File: src/rtl/cache_responder_if.sv
// CPU request/response and backing-RAM signal bundle for cache_responder.
interface cache_responder_if #(
    parameter int ADDR_WIDTH = 12,
    parameter int DATA_WIDTH = 16
);
    logic                  req_valid;
    logic                  req_we;
    logic [ADDR_WIDTH-1:0] req_addr;
    logic [DATA_WIDTH-1:0] req_wdata;
    logic                  req_ready;
    logic                  rsp_valid;
    logic [DATA_WIDTH-1:0] rsp_rdata;
    logic                  mem_cs;
    logic                  mem_we;
    logic [ADDR_WIDTH-1:0] mem_addr;
    logic [DATA_WIDTH-1:0] mem_wdata;
    logic [DATA_WIDTH-1:0] mem_rdata;
    logic                  mem_ack;

    modport slave (
        input  req_valid, req_we, req_addr, req_wdata, mem_rdata, mem_ack,
        output req_ready, rsp_valid, rsp_rdata,
        output mem_cs, mem_we, mem_addr, mem_wdata
    );

    modport master (
        output req_valid, req_we, req_addr, req_wdata, mem_rdata, mem_ack,
        input  req_ready, rsp_valid, rsp_rdata,
        input  mem_cs, mem_we, mem_addr, mem_wdata
    );
endinterface

File: src/rtl/cache_responder.sv
// Direct-mapped, one-word-per-line, write-through/no-write-allocate cache.
// Define CACHE_STATS_EN to add saturating read hit/miss counters.
module cache_responder #(
    parameter int ADDR_WIDTH = 12,
    parameter int DATA_WIDTH = 16,
    parameter int INDEX_BITS = 4
) (
    input logic              clk,
    input logic              rst_n,
    cache_responder_if.slave bus
`ifdef CACHE_STATS_EN
    ,
    output logic [15:0]      hit_count,
    output logic [15:0]      miss_count
`endif
);
    localparam int LINES = 1 << INDEX_BITS;
    localparam int TAG_W = ADDR_WIDTH - 1 - INDEX_BITS;

    typedef enum logic [1:0] {IDLE, FILL, WTHRU, RESP} state_e;

    state_e                state_q, state_d;
    logic [ADDR_WIDTH-1:0] addr_q, addr_d;
    logic [DATA_WIDTH-1:0] wdata_q, wdata_d;
    logic [DATA_WIDTH-1:0] rdata_q, rdata_d;
    logic [LINES-1:0]      valid_q, valid_d;

    logic [TAG_W-1:0]      tag_mem  [LINES];
    logic [DATA_WIDTH-1:0] data_mem [LINES];

    logic                  line_we;
    logic [DATA_WIDTH-1:0] line_data;

    logic [INDEX_BITS-1:0] req_idx, cur_idx;
    logic [TAG_W-1:0]      req_tag, cur_tag;
    logic                  req_hit, cur_hit;

    assign req_idx = bus.req_addr[INDEX_BITS:1];
    assign req_tag = bus.req_addr[ADDR_WIDTH-1:INDEX_BITS+1];
    assign cur_idx = addr_q[INDEX_BITS:1];
    assign cur_tag = addr_q[ADDR_WIDTH-1:INDEX_BITS+1];
    assign req_hit = valid_q[req_idx] && (tag_mem[req_idx] == req_tag);
    assign cur_hit = valid_q[cur_idx] && (tag_mem[cur_idx] == cur_tag);

    assign bus.mem_addr  = addr_q;
    assign bus.mem_wdata = wdata_q;
    assign bus.rsp_rdata = rdata_q;

    always_comb begin
        state_d       = state_q;
        addr_d        = addr_q;
        wdata_d       = wdata_q;
        rdata_d       = rdata_q;
        valid_d       = valid_q;
        line_we       = 1'b0;
        line_data     = wdata_q;
        bus.req_ready = 1'b0;
        bus.rsp_valid = 1'b0;
        bus.mem_cs    = 1'b0;
        bus.mem_we    = 1'b0;
        unique case (state_q)
            IDLE: begin
                bus.req_ready = 1'b1;
                if (bus.req_valid) begin
                    // Word-align once here so mem_addr bit 0 is always 0.
                    addr_d  = bus.req_addr & ~{{(ADDR_WIDTH-1){1'b0}}, 1'b1};
                    wdata_d = bus.req_wdata;
                    if (bus.req_we) begin
                        state_d = WTHRU;
                    end else if (req_hit) begin
                        rdata_d = data_mem[req_idx];
                        state_d = RESP;
                    end else begin
                        state_d = FILL;
                    end
                end
            end
            FILL: begin
                bus.mem_cs = 1'b1;
                if (bus.mem_ack) begin
                    valid_d[cur_idx] = 1'b1;
                    line_we   = 1'b1;
                    line_data = bus.mem_rdata;
                    rdata_d   = bus.mem_rdata;
                    state_d   = RESP;
                end
            end
            WTHRU: begin
                bus.mem_cs = 1'b1;
                bus.mem_we = 1'b1;
                if (bus.mem_ack) begin
                    line_we = cur_hit;
                    rdata_d = wdata_q;
                    state_d = RESP;
                end
            end
            RESP: begin
                bus.rsp_valid = 1'b1;
                state_d       = IDLE;
            end
            default: state_d = IDLE;
        endcase
    end

    always_ff @(posedge clk or negedge rst_n) begin
        if (!rst_n) begin
            state_q <= IDLE;
            addr_q  <= '0;
            wdata_q <= '0;
            rdata_q <= '0;
            valid_q <= '0;
        end else begin
            state_q <= state_d;
            addr_q  <= addr_d;
            wdata_q <= wdata_d;
            rdata_q <= rdata_d;
            valid_q <= valid_d;
        end
    end

    // Tag/data storage needs no reset: lines are gated by valid_q.
    always_ff @(posedge clk) begin
        if (line_we) begin
            tag_mem[cur_idx]  <= cur_tag;
            data_mem[cur_idx] <= line_data;
        end
    end

`ifdef CACHE_STATS_EN
    logic [15:0] hit_cnt_q, hit_cnt_d;
    logic [15:0] miss_cnt_q, miss_cnt_d;
    logic        rd_accept;

    assign rd_accept  = (state_q == IDLE) && bus.req_valid && !bus.req_we;
    assign hit_count  = hit_cnt_q;
    assign miss_count = miss_cnt_q;

    always_comb begin
        hit_cnt_d  = hit_cnt_q;
        miss_cnt_d = miss_cnt_q;
        if (rd_accept && req_hit && hit_cnt_q != 16'hFFFF)
            hit_cnt_d = hit_cnt_q + 16'd1;
        if (rd_accept && !req_hit && miss_cnt_q != 16'hFFFF)
            miss_cnt_d = miss_cnt_q + 16'd1;
    end

    always_ff @(posedge clk or negedge rst_n) begin
        if (!rst_n) begin
            hit_cnt_q  <= '0;
            miss_cnt_q <= '0;
        end else begin
            hit_cnt_q  <= hit_cnt_d;
            miss_cnt_q <= miss_cnt_d;
        end
    end
`endif
endmodule

File: src/flat_wrapper.sv
// flat-port wrapper written by rule: the top's interface ports become plain ports
module cache_responder_flat 
#(
    parameter int ADDR_WIDTH = 12,
    parameter int DATA_WIDTH = 16,
    parameter int INDEX_BITS = 4
)
  (clk, rst_n, bus_req_valid, bus_req_we, bus_req_addr, bus_req_wdata, bus_mem_rdata, bus_mem_ack, bus_req_ready, bus_rsp_valid, bus_rsp_rdata, bus_mem_cs, bus_mem_we, bus_mem_addr, bus_mem_wdata);
  cache_responder_if #(.ADDR_WIDTH(ADDR_WIDTH), .DATA_WIDTH(DATA_WIDTH)) bus_i ();
  input logic clk;
  input logic rst_n;
  input wire logic [$bits(bus_i.req_valid)-1:0] bus_req_valid;
  input wire logic [$bits(bus_i.req_we)-1:0] bus_req_we;
  input wire logic [$bits(bus_i.req_addr)-1:0] bus_req_addr;
  input wire logic [$bits(bus_i.req_wdata)-1:0] bus_req_wdata;
  input wire logic [$bits(bus_i.mem_rdata)-1:0] bus_mem_rdata;
  input wire logic [$bits(bus_i.mem_ack)-1:0] bus_mem_ack;
  output wire logic [$bits(bus_i.req_ready)-1:0] bus_req_ready;
  output wire logic [$bits(bus_i.rsp_valid)-1:0] bus_rsp_valid;
  output wire logic [$bits(bus_i.rsp_rdata)-1:0] bus_rsp_rdata;
  output wire logic [$bits(bus_i.mem_cs)-1:0] bus_mem_cs;
  output wire logic [$bits(bus_i.mem_we)-1:0] bus_mem_we;
  output wire logic [$bits(bus_i.mem_addr)-1:0] bus_mem_addr;
  output wire logic [$bits(bus_i.mem_wdata)-1:0] bus_mem_wdata;
  assign bus_i.req_valid = bus_req_valid;
  assign bus_i.req_we = bus_req_we;
  assign bus_i.req_addr = bus_req_addr;
  assign bus_i.req_wdata = bus_req_wdata;
  assign bus_i.mem_rdata = bus_mem_rdata;
  assign bus_i.mem_ack = bus_mem_ack;
  assign bus_req_ready = bus_i.req_ready;
  assign bus_rsp_valid = bus_i.rsp_valid;
  assign bus_rsp_rdata = bus_i.rsp_rdata;
  assign bus_mem_cs = bus_i.mem_cs;
  assign bus_mem_we = bus_i.mem_we;
  assign bus_mem_addr = bus_i.mem_addr;
  assign bus_mem_wdata = bus_i.mem_wdata;
  cache_responder #(.ADDR_WIDTH(ADDR_WIDTH), .DATA_WIDTH(DATA_WIDTH), .INDEX_BITS(INDEX_BITS)) u_core (.clk(clk), .rst_n(rst_n), .bus(bus_i));
endmodule
File: config.mk
export PLATFORM = sky130hd
export DESIGN_NAME = cache_responder_flat
export DESIGN_NICKNAME = d
export VERILOG_FILES = /design/src/rtl/cache_responder_if.sv /design/src/rtl/cache_responder.sv /design/src/flat_wrapper.sv
export SDC_FILE = /design/constraint.sdc
export NUM_CORES = 1
export LEC_CHECK = 0
export BUFFER_PORTS_ARGS = -buffer_cell sky130_fd_sc_hd__buf_2
export CELL_PAD_IN_SITES_DETAIL_PLACEMENT = 1
export CELL_PAD_IN_SITES_GLOBAL_PLACEMENT = 2
export CORE_MARGIN = 5
export CORE_UTILIZATION = 45
export DETAILED_ROUTE_END_ITERATION = 10
export GPL_TIMING_DRIVEN = 0
export PLACE_DENSITY = 0.85
export SETUP_SLACK_MARGIN = 0.2
export SYNTH_ARGS = -nofsm -noshare
export SYNTH_HDL_FRONTEND = slang
export SYNTH_SLANG_ARGS = --single-unit
export TNS_END_PERCENT = 20
File: constraint.sdc
create_clock -name clk -period 6.7 [get_ports clk]
set_input_delay 0 -clock clk [delete_from_list [all_inputs] [get_ports clk]]
set_output_delay 0 -clock clk [all_outputs]
set_load 0.02 [all_outputs]
== Word level (Yosys, flattened, before mapping) ==
Memories as Yosys holds them, arrays and structs flattened.
Cells that the tools add are included.

* Add/subtract/negate cells: 0
* Multiply operators: 0
* Div/mod/pow operators: 0
* Order comparisons: 3
* Equal/unequal tests: 11
* Shift operators: 0
* Muxes and demuxes: 28
* Bitwise gates (word level): 1
* Reductions and logical operators: 10

{| class="wikitable"
|+ Operators by type and width
! operator !! count
|-
| 2-to-1 mux 16 bit || 7
|-
| case mux 16 bit (3 select lines) || 1
|-
| OR 16 bit || 1
|-
| == test 7 bit || 2
|-
| 2-to-1 mux 1 bit || 11
|-
| less-than comparator 4 x 5 -> 1 bit (second input constant) || 2
|-
| binary-select mux 1 bit (select 4 bit) || 2
|-
| 2-to-1 mux 2 bit || 4
|-
| != test 2 bit (second input constant) || 4
|-
| case mux 2 bit (3 select lines) || 1
|-
| AND reduction 2 bit || 3
|-
| AND reduction 6 bit || 1
|-
| demux 1 bit (select 4 bit) || 1
|-
| == test 2 bit (second input constant) || 2
|-
| >= comparator 4 x 1 -> 1 bit (second input constant) || 1
|-
| != test 2 x 1 -> 1 bit (second input constant) || 2
|-
| logical AND 1 bit || 3
|-
| nonzero test 3 bit || 1
|-
| == test 2 x 1 -> 1 bit (second input constant) || 1
|-
| logical NOT 2 bit || 1
|-
| case mux 1 bit (2 select lines) || 1
|-
| OR reduction 2 bit || 1
|}

* Bits in registers: 61
* Bits in latches: 0
* Bits in writable memories: 368
* Memory bits (read-only): 0
* Output and inout port bits: 48
* Memories kept: 2

{| class="wikitable"
|+ Memories
! name !! depth !! bits a word !! rd ports !! clocked after Yosys merged registers in !! wr ports !! RTL line !! source
|-
| u_core.data_mem || 16 || 16 || 1 || 0 || 1 || cache_responder.sv:29 || <nowiki>logic [DATA_WIDTH-1:0] data_mem [LINES];</nowiki>
|-
| u_core.tag_mem || 16 || 7 || 2 || 0 || 1 || cache_responder.sv:28 || <nowiki>logic [TAG_W-1:0] tag_mem [LINES];</nowiki>
|}

== Logic depth before layout (Yosys ltp) ==
* Depth in word-level cells: 7
* Gate-level depth with buffers: 11

== Least setup slack after synthesis ==
Ideal clock, no wire load.

* Path kind: register -> register
* From: reg u_core.addr_q[1], in the netlist u_core.bus.mem_addr[1]
* To: mem u_core.data_mem[0][0], enable pin
* Setup time: 461 ps
* Arrival time: 4811 ps
* Required time: 6239 ps
* Path slack: 1427 ps
* Cell stages (with the launch flop): 11
* Path buffers: 3
* Period minus slack after synthesis: 5273 ps
* Cell sequence: dfrtp_1 -> buf_6 -> buf_2 -> mux4_2 -> mux2i_1 -> o22ai_1 -> a2111oi_0 -> o21ai_1 -> o2bb2a_4 -> buf_6 -> nor4_1

* Word-level cells in the longest chain between the ends: 7
* Elaborated cells between the ends (all ways): 9
* Those cells by class: eq/ne: 1; mux: 6; reduce/logical: 1; memory: 1

{| class="wikitable"
|+ Ends and longest elaborated chain
! element !! RTL line !! source
|-
| start: declaration || cache_responder.sv:23 || <nowiki>logic [ADDR_WIDTH-1:0] addr_q, addr_d;</nowiki>
|-
| start signal: assignment || cache_responder.sv:114 || <nowiki>addr_q <= addr_d;</nowiki>
|-
| memory (16 x 7 bit) / binary-select mux 1 bit (select 4 bit) (equally long branches) || n/a ||
|-
| == test 7 bit / 2-to-1 mux 1 bit (equally long branches) || cache_responder.sv:43 || <nowiki>assign cur_hit = valid_q[cur_idx] && (tag_mem[cur_idx] == cur_tag);</nowiki>
|-
| logical AND 1 bit || cache_responder.sv:43 ||
|-
| 2-to-1 mux 1 bit || cache_responder.sv:91 || <nowiki>if (bus.mem_ack) begin</nowiki>
|-
| case mux 1 bit (2 select lines) || cache_responder.sv:61 || <nowiki>unique case (state_q)</nowiki>
|-
| 2-to-1 mux 1 bit || cache_responder.sv:123 || <nowiki>if (line_we) begin</nowiki>
|-
| 2-to-1 mux 1 bit (implied by the code) || cache_responder.sv:125 || <nowiki>data_mem[cur_idx] <= line_data;</nowiki>
|-
| end: declaration || cache_responder.sv:29 ||
|}

Parallel ways exist; a longest one is shown, timed or not. The select of a mux whose other input is x is not followed.

== Final worst setup path ==
* From: reg u_core.addr_q[2], in the netlist u_core.bus.mem_addr[2]
* To: mem u_core.data_mem[4][6], enable pin

The elaborated chain is that of the path after synthesis.

==> flow_metrics.tcl <==
set metrics [dict create \
    p_leak_nw 7.71 \
    whs_ns 0.0502 \
    synth.avg_cell_area_um2 19.5 \
    drt-initial-drc-count 1383 \
    ir_drop_mv 0.214 \
    ys_seq_area_frac 0.685 \
    io_buffers 92 \
    fin_cells 1741 \
    r2r_slack_ns 1.72 \
    timing.rr.start "u_core.bus.mem_addr[2]" \
    outcome "finished, final reports clean" \
    post-dp-hpwl_um 36000 \
    grt.total_usage 0.247 \
    crit_required_ns 6.95 \
    p_sw_mw 3.03 \
    syn_area_mm2 0.0184 \
    cp-start-kind "flop" \
    insertion_delay_ns 0.56 \
    synth.most_common_cell "edfxtp_1" \
    period_needed_ns 4.98 \
    coreArea_mm2 0.0406 \
    pre_cts_ws_ns 1.79 \
    crit_fanout 10 \
    yosysWarnings 0 \
    cts_buffers 45 \
    die_area_mm2 0.0450 \
    syn_nets 995 \
    cts.repair_timing.setup_buffer_count 0 \
    final_nets 1227 \
    io_pins 97 \
    reg2reg_to "u_core.data_mem[4][6]" \
    min_delay_path_depth 4 \
    worstPathArrival_ns 5.23 \
    fin_skew_ns 0.0202 \
    initial_core_util 0.452 \
    drv_cap 0 \
    rsz0062_at_grt "no" \
    criticalPathCategory "reg -> reg" \
    drive_above_1_share 0.339 \
    swShare 0.339 \
    worst_slew_pin_slew_ns 1.17 \
    min_to "u_core.bus.rsp_rdata[7]" \
    ys.flop_type "edfxtp_1" \
    grt_pass1_wl_um 80500 \
    cts.sinks 429 \
    clk_pin_slew_ns 0.06 \
    die_x_um 212 \
    p_int_mw 5.92 \
    synth_seq_cells 429 \
    tns_ns 0 \
    finalMaxSlewViolations 0 \
    worstRegToRegCells 13 \
    dp.cells 1611 \
    worstHoldStart "bus_mem_rdata[7]" \
    area_growth_pct 19.9 \
    clock_power_share 0.264 \
    synthTopCellsByArea "edfxtp_1 60%, mux4_2 14%, dfrtp_1 8.3%" \
    layout_setup_ws_ns 1.72 \
    grt_use_met3 0.0462 \
    synth_top_area_frac 0.602 \
    max_freq_mhz 201 \
    combPwrFrac 0.308 \
    htreeDepth 2 \
    grt-busiest-layer "met2" \
    grt_use_met2 0.400 \
    clock_path_buffers 3 \
    num_rows 74 \
    wirelength_um 55300 \
    die_h_um 212 \
    grt_max_degree 34 \
    n_antenna_cell 0 \
    synth_enable_flop_cells 368 \
    slew_headroom 0.223 \
    synthCells 942 \
    synth_common_cells "368 x edfxtp_1, 113 x mux4_2, 77 x mux2i_1" \
    cts_tree "yes" \
    p_per_area_mw_per_mm2 406 \
    overflow 0 \
    met1_usage 0.342 \
    hp-class "in -> reg" \
    drtPass1Iterations 6 \
    fin_area_mm2 0.0220 \
    place_congestion 0.854 \
    place_area_mm2 0.0202 \
    cts_root_buf "clkbuf_16" \
    grt_pass1_vias 11616 \
    seq_power_share 0.428 \
    drt-wirelength-per-cell_um 31.8 \
    post_drt_via_cell_ratio 6.26 \
    ys_types 55 \
    hold_viol_final 0 \
    end_kind "flop" \
    antenna_found_initial 0 \
    synth-async-reset-ratio 0.142 \
    period_share 0.743 \
    drc 0 \
    setup_viol_count_final 0 \
    ant_nets 0 \
    synth_top_area_cell "edfxtp_1" \
    fill_cells 3637 \
    vias 10904 \
]
-- registers in the layout, summed over array words and instances (netlist names) --
register / cells
u_core.valid_q: 16
u_core.data_mem: 256
u_core.bus.mem_wdata: 16
u_core.bus.mem_addr: 11
u_core.state_q: 2
u_core.tag_mem: 112
u_core.bus.rsp_rdata: 16
-- cells in the final DEF, fill, tap and decap left out, types with 3 or more instances in the layout --
| cell type | netlist | routed |
|---|---|---|
| and3_1 | 3 | 3 |
| clkbuf_16 | 0 | 46 |
| mux2i_1 | 77 | 77 |
| inv_1 | 5 | 5 |
| dfrtp_1 | 61 | 61 |
| xnor2_1 | 10 | 10 |
| nor3b_1 | 4 | 4 |
| a32oi_1 | 4 | 4 |
| buf_2 | 17 | 108 |
| clkbuf_8 | 0 | 3 |
| nand2_1 | 11 | 11 |
| xor2_1 | 5 | 5 |
| o21bai_1 | 16 | 16 |
| mux4_1 | 3 | 3 |
| a21oi_1 | 22 | 22 |
| o21ai_0 | 3 | 3 |
| mux2_2 | 60 | 60 |
| ha_1 | 4 | 4 |
| edfxtp_1 | 368 | 368 |
| buf_4 | 4 | 24 |
| nor2_1 | 7 | 7 |
| o22ai_1 | 4 | 4 |
| nand3_1 | 5 | 5 |
| buf_8 | 1 | 12 |
| nand2b_1 | 4 | 4 |
| clkinv_2 | 0 | 3 |
| clkinv_1 | 0 | 6 |
| buf_1 | 14 | 14 |
| a22oi_1 | 25 | 25 |
| nor2b_1 | 4 | 4 |
| mux4_2 | 113 | 113 |
| clkbuf_1 | 26 | 47 |
| nor4_2 | 2 | 6 |
| a22o_1 | 17 | 17 |
| nor3_4 | 0 | 4 |
| buf_6 | 2 | 10 |
| dlygate4sd3_1 | 0 | 48 |
| nor3b_4 | 0 | 4 |
| buf_16 | 0 | 6 |
-- per-layer routing --
layer / vias up / wire length (um)
met3: 111 / 4490
met1: 5772 / 22000
met5: - / 0
met4: 0 / 1890
li1: 4387 / -
met2: 634 / 27000
-- layout make-up --
class                           count  area, um^2  area share
Buffer                             64         303      0.0137
Tap cell                          532         666      0.0302
Multi-Input combinational cell    444        5570       0.253
Inverter                            5        18.8    0.000852
Sequential cell                   429       12600       0.571
Clock inverter                     12        92.6     0.00420
Timing Repair Buffer              185        1530      0.0693
Clock buffer                       70        1270      0.0577
-- metrics by stage --
step,util,power [mW]
after floorplan,-,5.46
after global placement,0.480,6.34
after detailed placement,0.497,6.52
after CTS,0.542,8.92
after global routing,0.542,9.28
final,0.542,8.95
-- logic make-up (layout without fill, tap and decap cells) --
| logic type | count (synthesis) | after routing | share of synthesized area |
|---|---|---|---|
| xor gates and xnor gates | 15 | 15 | 0.00715 |
| muxes | 253 | 253 | 0.222 |
| other | 1 | 1 | 0.000204 |
| and+or+nand+nor | 62 | 62 | 0.0215 |
| DFF | 429 | 429 | 0.685 |
| buffers and inverters | 69 | 336 | 0.0175 |
| AOI/OAI and AO/OA | 109 | 109 | 0.0444 |
| adders and majority gates | 4 | 4 | 0.00273 |
-- power by group through the flow --
stage	Clock (mW)	Sequential [mW]	Combinational, mW
after floorplan	0	3.94	1.53
after global placement	0	3.86	2.48
after detailed placement	0	3.88	2.64
after CTS	2.38	3.83	2.72
after global routing	2.52	3.87	2.89
final	2.36	3.83	2.75
-- worst max-delay path by stage --
stage | cells after the start | endpoint | from | slack, ns
2_1_floorplan | 10 | u_core.data_mem[0][0] | u_core.bus.mem_addr[1] | 1.43
3_3_place_gp | 9 | u_core.data_mem[4][6] | u_core.bus.mem_addr[2] | -2.31
3_5_place_dp | 13 | u_core.data_mem[4][6] | u_core.bus.mem_addr[2] | 1.79
4_1_cts | 13 | u_core.data_mem[4][15] | u_core.bus.mem_addr[2] | 1.72
5_1_grt | 12 | u_core.data_mem[0][4] | u_core.bus.mem_addr[2] | 1.55
6_report | 13 | u_core.data_mem[4][6] | u_core.bus.mem_addr[2] | 1.72
-- timing repair --
item                                   in CTS  in global routing
gates resized for setup                     0                  0
hold buffers                               48                  0
endpoints found under the hold margin     114                  0
-- worst max-delay path, stage by stage (launching register included) --
cell and delay, ns:
dfrtp_1 0.42, buf_2 0.30, clkbuf_1 0.60, mux4_2 0.43, mux2i_1 0.24, o22ai_1 0.12, a2111oi_0 0.57, o21ai_1 0.20
o2bb2a_4 0.25, buf_6 0.14, nor4_2 0.66, buf_4 0.31, buf_4 0.22, buf_4 0.21
(Power assumes the default switching activity.)
